File: src/rtl/fifo_wr_arbiter.sv
// Round-robin write-port arbiter for a synchronous FIFO. A requester can keep
// the port for up to MAX_BURST consecutive words before priority rotates.
module fifo_wr_arbiter #(
  parameter int WIDTH     = 8,
  parameter int NUM_REQ   = 4,
  parameter int MAX_BURST = 2
) (
  input  logic                       clk,
  input  logic                       rst,
  input  logic [NUM_REQ-1:0]         req,
  input  logic [NUM_REQ*WIDTH-1:0]   req_data,
  output logic [NUM_REQ-1:0]         gnt,
  output logic                       push,
  output logic [WIDTH-1:0]           data_i,
  input  logic                       full,
  output logic [$clog2(NUM_REQ)-1:0] owner,
  output logic [7:0]                 burst_cnt
);

  localparam int OW = $clog2(NUM_REQ);

  logic [OW-1:0] r_owner;
  logic [7:0]    r_burst_cnt;

  logic [OW-1:0] w_idx;
  logic [OW-1:0] w_rot_idx;
  logic [OW-1:0] w_win;
  logic          w_cont;
  logic          w_push;

  // Scan from owner+NUM_REQ down to owner+1 so the nearest requester after
  // the owner is the last match to land; the owner itself comes last.
  always_comb begin
    w_idx     = '0;
    w_rot_idx = r_owner;
    for (int k = NUM_REQ; k >= 1; k--) begin
      w_idx = OW'((int'(r_owner) + k) % NUM_REQ);
      if (req[w_idx]) w_rot_idx = w_idx;
    end
  end

  assign w_cont = req[r_owner] && (r_burst_cnt != 8'd0) &&
                  (r_burst_cnt < 8'(MAX_BURST));
  assign w_win  = w_cont ? r_owner : w_rot_idx;
  assign w_push = ~rst & ~full & (|req);

  always_comb begin
    gnt    = '0;
    data_i = '0;
    if (w_push) begin
      gnt[w_win] = 1'b1;
      data_i     = req_data[int'(w_win)*WIDTH +: WIDTH];
    end
  end

  assign push = w_push;

  // A stall on full with the owner still requesting leaves the burst open.
  always_ff @(posedge clk) begin
    if (rst) begin
      r_owner     <= OW'(NUM_REQ - 1);
      r_burst_cnt <= 8'd0;
    end else if (w_push) begin
      if (w_cont) begin
        r_burst_cnt <= r_burst_cnt + 8'd1;
      end else begin
        r_owner     <= w_win;
        r_burst_cnt <= 8'd1;
      end
    end else if (!req[r_owner]) begin
      r_burst_cnt <= 8'd0;
    end
  end

  assign owner     = r_owner;
  assign burst_cnt = r_burst_cnt;

endmodule

File: config.mk
export PLATFORM = sky130hd
export DESIGN_NAME = fifo_wr_arbiter
export DESIGN_NICKNAME = d
export VERILOG_FILES = /design/src/rtl/fifo_wr_arbiter.sv
export SDC_FILE = /design/constraint.sdc
export NUM_CORES = 1
export LEC_CHECK = 0
export ABC_AREA = 0
export CAP_MARGIN = 20
export CORE_MARGIN = 2
export CORE_UTILIZATION = 36
export CTS_BUF_LIST = sky130_fd_sc_hd__clkbuf_2 sky130_fd_sc_hd__clkbuf_4 sky130_fd_sc_hd__clkbuf_8
export DETAILED_ROUTE_END_ITERATION = 8
export GPL_TIMING_DRIVEN = 1
export PLACE_DENSITY = 0.82
export SYNTH_ARGS = -nofsm -noshare
export SYNTH_HDL_FRONTEND = slang
export SYNTH_SLANG_ARGS = --single-unit
export TNS_END_PERCENT = 1
File: constraint.sdc
create_clock -name clk -period 3.9 [get_ports clk]
set_clock_uncertainty 0.1 [all_clocks]
set_input_delay 0.78 -clock clk [delete_from_list [all_inputs] [get_ports clk]]
set_output_delay 0.78 -clock clk [all_outputs]
set_load 0.02 [all_outputs]
**Word-level counts from Yosys, hierarchy flattened**

Cells that the tools add are included.
Widths: inputs -> output; s select.

- Register bits after elaboration: 10
- Bits of input ports: 39
- Output and inout port bits: 23
- Word-level logic and storage cells: 50

- Add/sub/neg operators: 5
- $lt $le $gt $ge: 8
- Eq/ne operators: 1
- Shift-type cells: 1
- Mux-type cells: 22
- Bitwise gates (word level): 5
- Reductions and logical operators: 6

Operators by type and width:

| cell | count |
|---|---|
| $mux 8 | 4 |
| $shiftx 32x6->8 | 1 |
| $lt 2x3->1 const B | 6 |
| $bmux 1 s2 | 5 |
| $mux 2 | 5 |
| $add 8x1->8 const B | 1 |
| $lt 8x2->1 const B | 1 |
| $reduce_bool 8->1 | 1 |
| $mux 1 | 6 |
| $add 2x1->2 const B | 2 |
| $add 2x2->2 const B | 2 |
| $mux 4 | 1 |
| $reduce_or 4->1 | 1 |
| $logic_and 1x1->1 | 3 |
| $not 1->1 | 3 |
| $and 1x1->1 | 2 |
| $demux 1 s2 | 1 |
| $ge 2x1->1 const B | 1 |
| $ne 2x2->1 const B | 1 |
| $reduce_and 2->1 | 1 |

**Logic depth before layout (Yosys ltp)**

- Depth in word-level cells: 13
- Depth in mapped cells: 9
- Depth with buffers taken out: 8

**Least setup slack after synthesis**

OpenSTA, ideal clock, no wires.

- Kind: input port to output port
- Start point: input port rst
- End point: output port data_i[0]
- Data arrival time: 2.758 ns
- Data required time: 3.020 ns
- Slack: 0.262 ns
- Stages: 6
- Buffers on the path: 2
- Cells stage by stage: clkbuf_1 -> nor3_1 -> inv_1 -> or2_2 -> clkbuf_1 -> o22ai_1

- Word-level cells in the longest chain between the ends: 4

RTL lines:

| item | RTL line | text |
|---|---|---|
| start: declaration | 9 | `input logic rst,` |
| $not 1->1 | 45 | `assign w_push = ~rst & ~full & (\|req);` |
| $and 1x1->1 (2 in a row) | 45 |  |
| via push | 13 | `output logic push,` |
| $mux 8 | 50 | `if (w_push) begin` |
| end: declaration | 14 | `output logic [WIDTH-1:0] data_i,` |

The timed path passes the listed nets, and every way through them passes these cells.

**Worst setup path in the final report**

- Start point: input port req[1]
- End point: output port gnt[0]

- Word-level cells in the longest chain between the ends: 12
- Elaborated cells on any way between the ends: 25
- Those cells by class: 2 x order compare; 18 x mux; 1 x bitwise; 4 x reduce/logical

RTL lines:

| item | RTL line | text |
|---|---|---|
| start: declaration | 10 | `input logic [NUM_REQ-1:0] req,` |
| $bmux 1 s2 | 38 | `if (req[w_idx]) w_rot_idx = w_idx;` |
| $mux 1 (implied by the code) | 38 |  |
| $mux 2 (4 in a row) | 38 |  |
| $mux 2 | 44 | `assign w_win = w_cont ? r_owner : w_rot_idx;` |
| $lt 2x3->1 (implied by the code) or $ge 2x1->1 (tied branches) | 51 | `gnt[w_win] = 1'b1;` |
| $logic_and 1x1->1 (implied by the code) | 51 |  |
| $mux 1 (implied by the code) | 51 |  |
| $demux 1 s2 | 51 |  |
| $mux 4 * | 50 |  |
| end: declaration | 12 | `output logic [NUM_REQ-1:0] gnt,` |

Every way passes the cells marked *; elsewhere a longest branch is shown, timed or not. The select of a mux whose other input is x is not followed.

==> results <==
- The static power due to leakage is 0.6908 nW.
- The actual transition at the worst max-transition pin is about 0.56 ns.
- The number of different library cells in the post-synthesis netlist is 34.
- The via count of the first global-routing pass is 983.
- The count of pins over their slew limit came to 0.
- Relative to the synthesized area, the layout overhead comes to 77.71%.
- In this run the power density over the cells is slightly below 300 nW/um^2.
- The worst-case IR drop observed on VDD is 0.2374 mV.
- The net count of the finished layout is 218.
- Ranked by total cell area, the synthesized netlist is headed by sky130_fd_sc_hd__dfxtp_1 (23%), sky130_fd_sc_hd__mux2i_1 (19%), sky130_fd_sc_hd__o22ai_1 (6.3%).
- The initial core utilization is 38.98%.
- The highest clock frequency the design can meet is about 260 MHz.
- The worst setup path is captured at an output port.
- The final non-filler cell total is 203.
- In the global route stage, overall resource usage came out at 20.17%.
- The count of buffers from port buffering is 61.
- The final antenna-violating net count is 0.
- Counting flops with a built-in enable in the synthesized netlist gives 0.
- Leaving out fill and tap cells, the most frequent cells in the layout are sky130_fd_sc_hd__clkdlybuf4s50_1 (49), sky130_fd_sc_hd__mux2i_1 (17), sky130_fd_sc_hd__nor2_1 (11), sky130_fd_sc_hd__buf_4 (11), sky130_fd_sc_hd__dfxtp_1 (10).
- The number of clock sinks seen by CTS is 10.
- Detailed placement finished with a half-perimeter wire length of 2373 um.
- Of all flip-flops after synthesis, the portion carrying an async set or reset was 0%.
- The initial antenna violation count is 0.
- The Yosys step of the flow raised 0 warnings.
- CTS built an H-tree with a depth of 1.
- The floorplan step set the die width to 53.64 um.
- Setup violations remaining at the end of the flow were counted as 0.
- The total via count in the routed design is 1080.
- The cell count after synthesis is 103.
- The run finished with clean final reports.
- The area of the die is roughly 2900 sq um.
- After the first detailed-routing iteration, the DRC count stood at 33.
- Once placement completed, the tool counted placed cells totaling 200.
- The number of diodes added for antenna fixing is 0.
- The most used flip-flop cell after synthesis is sky130_fd_sc_hd__dfxtp_1.
- Across the run, the number of max-cap violations was 0.
- The mean instance size in the synthesized netlist is roughly 8.6 sq um.
- The clock root buffer master is sky130_fd_sc_hd__clkbuf_4.
- The number of endpoints with negative hold slack in the final report is 0.
- The wire length of the first global-routing pass is approximately 4300 um.
- The total nets after synthesis is 144.
- The final layout contains routed wiring with a total length of 2977 um.
- The routed length per instance is 14.67 um.
- Entering global routing, the biggest net connects 14 pins.
- The worst path required time is 3.02 ns.
- TritonCTS built the clock tree.
- between 60 and 70 I/O pins were placed.
- For the worst setup path, the data arrival time is 2.93 ns.
- Headroom to the max-slew limit came out at 62.46%.
- The CTS clock-pin slew for the worst setup and hold paths is roughly 0.060 ns.
- The maximum fanout along the worst path is 7.
- The sort of element at the start of the critical path is a primary input.
- The standard cell area after detailed placement is 1588 sq um.
- Summing every instance area after synthesis gives 887.1 sq um.
- Of the cells placed in the final design, the portion with a size suffix greater than 1 is 18.86%.
- The worst min-delay path class is flip-flop to flip-flop.
- The share of synthesized area occupied by flip-flops and latches is a little under a quarter.
- The most frequent standard cell in the layout excluding fill and tap cells is sky130_fd_sc_hd__clkdlybuf4s50_1.
- For this run, design rule violations remaining after detail routing come to 0.
- After synthesis the netlist holds a flip-flop and latch count of 10.
- The type of the worst setup path is primary input to output port.
- The vias per cell is 5.320.
- Of the available clock period, the critical path in the final layout requires 97.58%.
- In this run the deepest clock path goes through 2 buffers.
- After synthesis, the largest area contributor takes up a little under a quarter of total cell area.
- Summed over all instances, the cell type with the most area after synthesis is sky130_fd_sc_hd__dfxtp_1.
- The clock latency at the later pin of the worst-skew pair is 0.26 ns.
- The placeable core area is around 2300 sq um.
- The number of search-and-repair iterations in the first detailed-routing pass is 4.
- At the end of routability-driven placement, the weighted congestion stood at 0.8550.
- The die is approximately 54 um tall.
- Subtracting the final worst setup slack from the clock period gives 3.805 ns.
- The number of hold buffers added after cts is 0.
- For this run, the share of the core covered by cells in the final layout is 69.27%.
- The overflow left after global routing is 0.
- TritonCTS created 3 clock buffers.
- The floorplan row count is 17.
- The cell area after layout is 1577 sq um.
## layout make-up
cell class | count | area (sq um)
clock buffer | 3 | 22.52
fill | 188 | 699.4
inverter | 6 | 22.52
multi-input combinational | 82 | 624.3
sequential | 10 | 200.2
tap | 28 | 35.03
timing repair buffer | 74 | 671.9
## flip-flops by register name, indices dropped and copies added, names as in the netlist
register	count
burst_cnt	8
owner	2
## cells by family after synthesis
family / count (synthesis) / synth area share, %
and+or+nand+nor: 35 / 23.27
AOI/OAI and AO/OA: 25 / 17.91
muxes: 19 / 22.99
buffers and inverters: 11 / 7.334
DFF: 10 / 22.57
adders and majority gates: 2 / 2.820
xor gates and xnor gates: 1 / 3.103
## where the power goes
part / leakage [nW] / switching (mW) / total [mW] / internal, mW
clock network: 0.0138 / 0.0325 / 0.0680 / 0.0355
registers: 0.0813 / 0.00967 / 0.115 / 0.106
logic: 0.596 / 0.127 / 0.277 / 0.150
## per-stage QoR
step | setup WS (ns) | total power [mW] | hold slack, ns | TNS (ns)
floorplan | 0.2620 | 0.2976 | 0.4646 | 0
global placement | -0.2664 | 0.3920 | 0.3815 | -2.562
detailed placement | -0.3271 | 0.3993 | 0.3841 | -3.138
CTS | -0.08675 | 0.4595 | 0.3967 | -0.4054
global route | -0.006969 | 0.4886 | 0.4092 | -0.006969
finish | 0.09454 | 0.4607 | 0.3905 | 0
## cell usage after synthesis (2+ instances only)
| master | count |
|---|---|
| sky130_fd_sc_hd__a21oi_1 | 2 |
| sky130_fd_sc_hd__a22oi_1 | 3 |
| sky130_fd_sc_hd__and2_1 | 3 |
| sky130_fd_sc_hd__clkbuf_1 | 3 |
| sky130_fd_sc_hd__dfxtp_1 | 10 |
| sky130_fd_sc_hd__ha_1 | 2 |
| sky130_fd_sc_hd__inv_1 | 5 |
| sky130_fd_sc_hd__mux2i_1 | 17 |
| sky130_fd_sc_hd__nand2_1 | 5 |
| sky130_fd_sc_hd__nor2_1 | 11 |
| sky130_fd_sc_hd__nor3_1 | 3 |
| sky130_fd_sc_hd__nor3b_1 | 3 |
| sky130_fd_sc_hd__nor4_1 | 3 |
| sky130_fd_sc_hd__o21ai_0 | 5 |
| sky130_fd_sc_hd__o22ai_1 | 9 |
## metal layers
metal	vias up	global-route usage, %	part of all wire [%]
met5	-	0	0
met1	498	21.79	40
met4	0	6.410	0.91
li1	532	-	-
met2	47	38.07	50
met3	3	5.000	9.8
## path summary, 6_finish.rpt
kind	startpoint	endpoint	slack [ns]	cells after the start
setup / recovery	req[1]	gnt[0]	0.09	9
hold reg to reg	burst_cnt[7]	burst_cnt[7]	0.39	1
hold / removal	burst_cnt[7]	burst_cnt[7]	0.39	1
setup reg to reg	burst_cnt[0]	owner[0]	1.82	7
## repair_timing
item	in CTS	in global routing
endpoints found under the hold margin	0	0
setup endpoints to repair	12	9
resized for setup	15	17
gates cloned	0	0
buffers inserted	0	0
## worst max-delay path, stage by stage
cell,delay (ns)
sky130_fd_sc_hd__clkdlybuf4s50_1,0.44
sky130_fd_sc_hd__mux4_2,0.51
sky130_fd_sc_hd__and3_4,0.17
sky130_fd_sc_hd__nand4b_4,0.19
sky130_fd_sc_hd__xnor2_4,0.19
sky130_fd_sc_hd__buf_6,0.17
sky130_fd_sc_hd__inv_2,0.04
sky130_fd_sc_hd__nor2_1,0.10
sky130_fd_sc_hd__clkdlybuf4s15_1,0.33
Power figures use the tool's default switching activity.
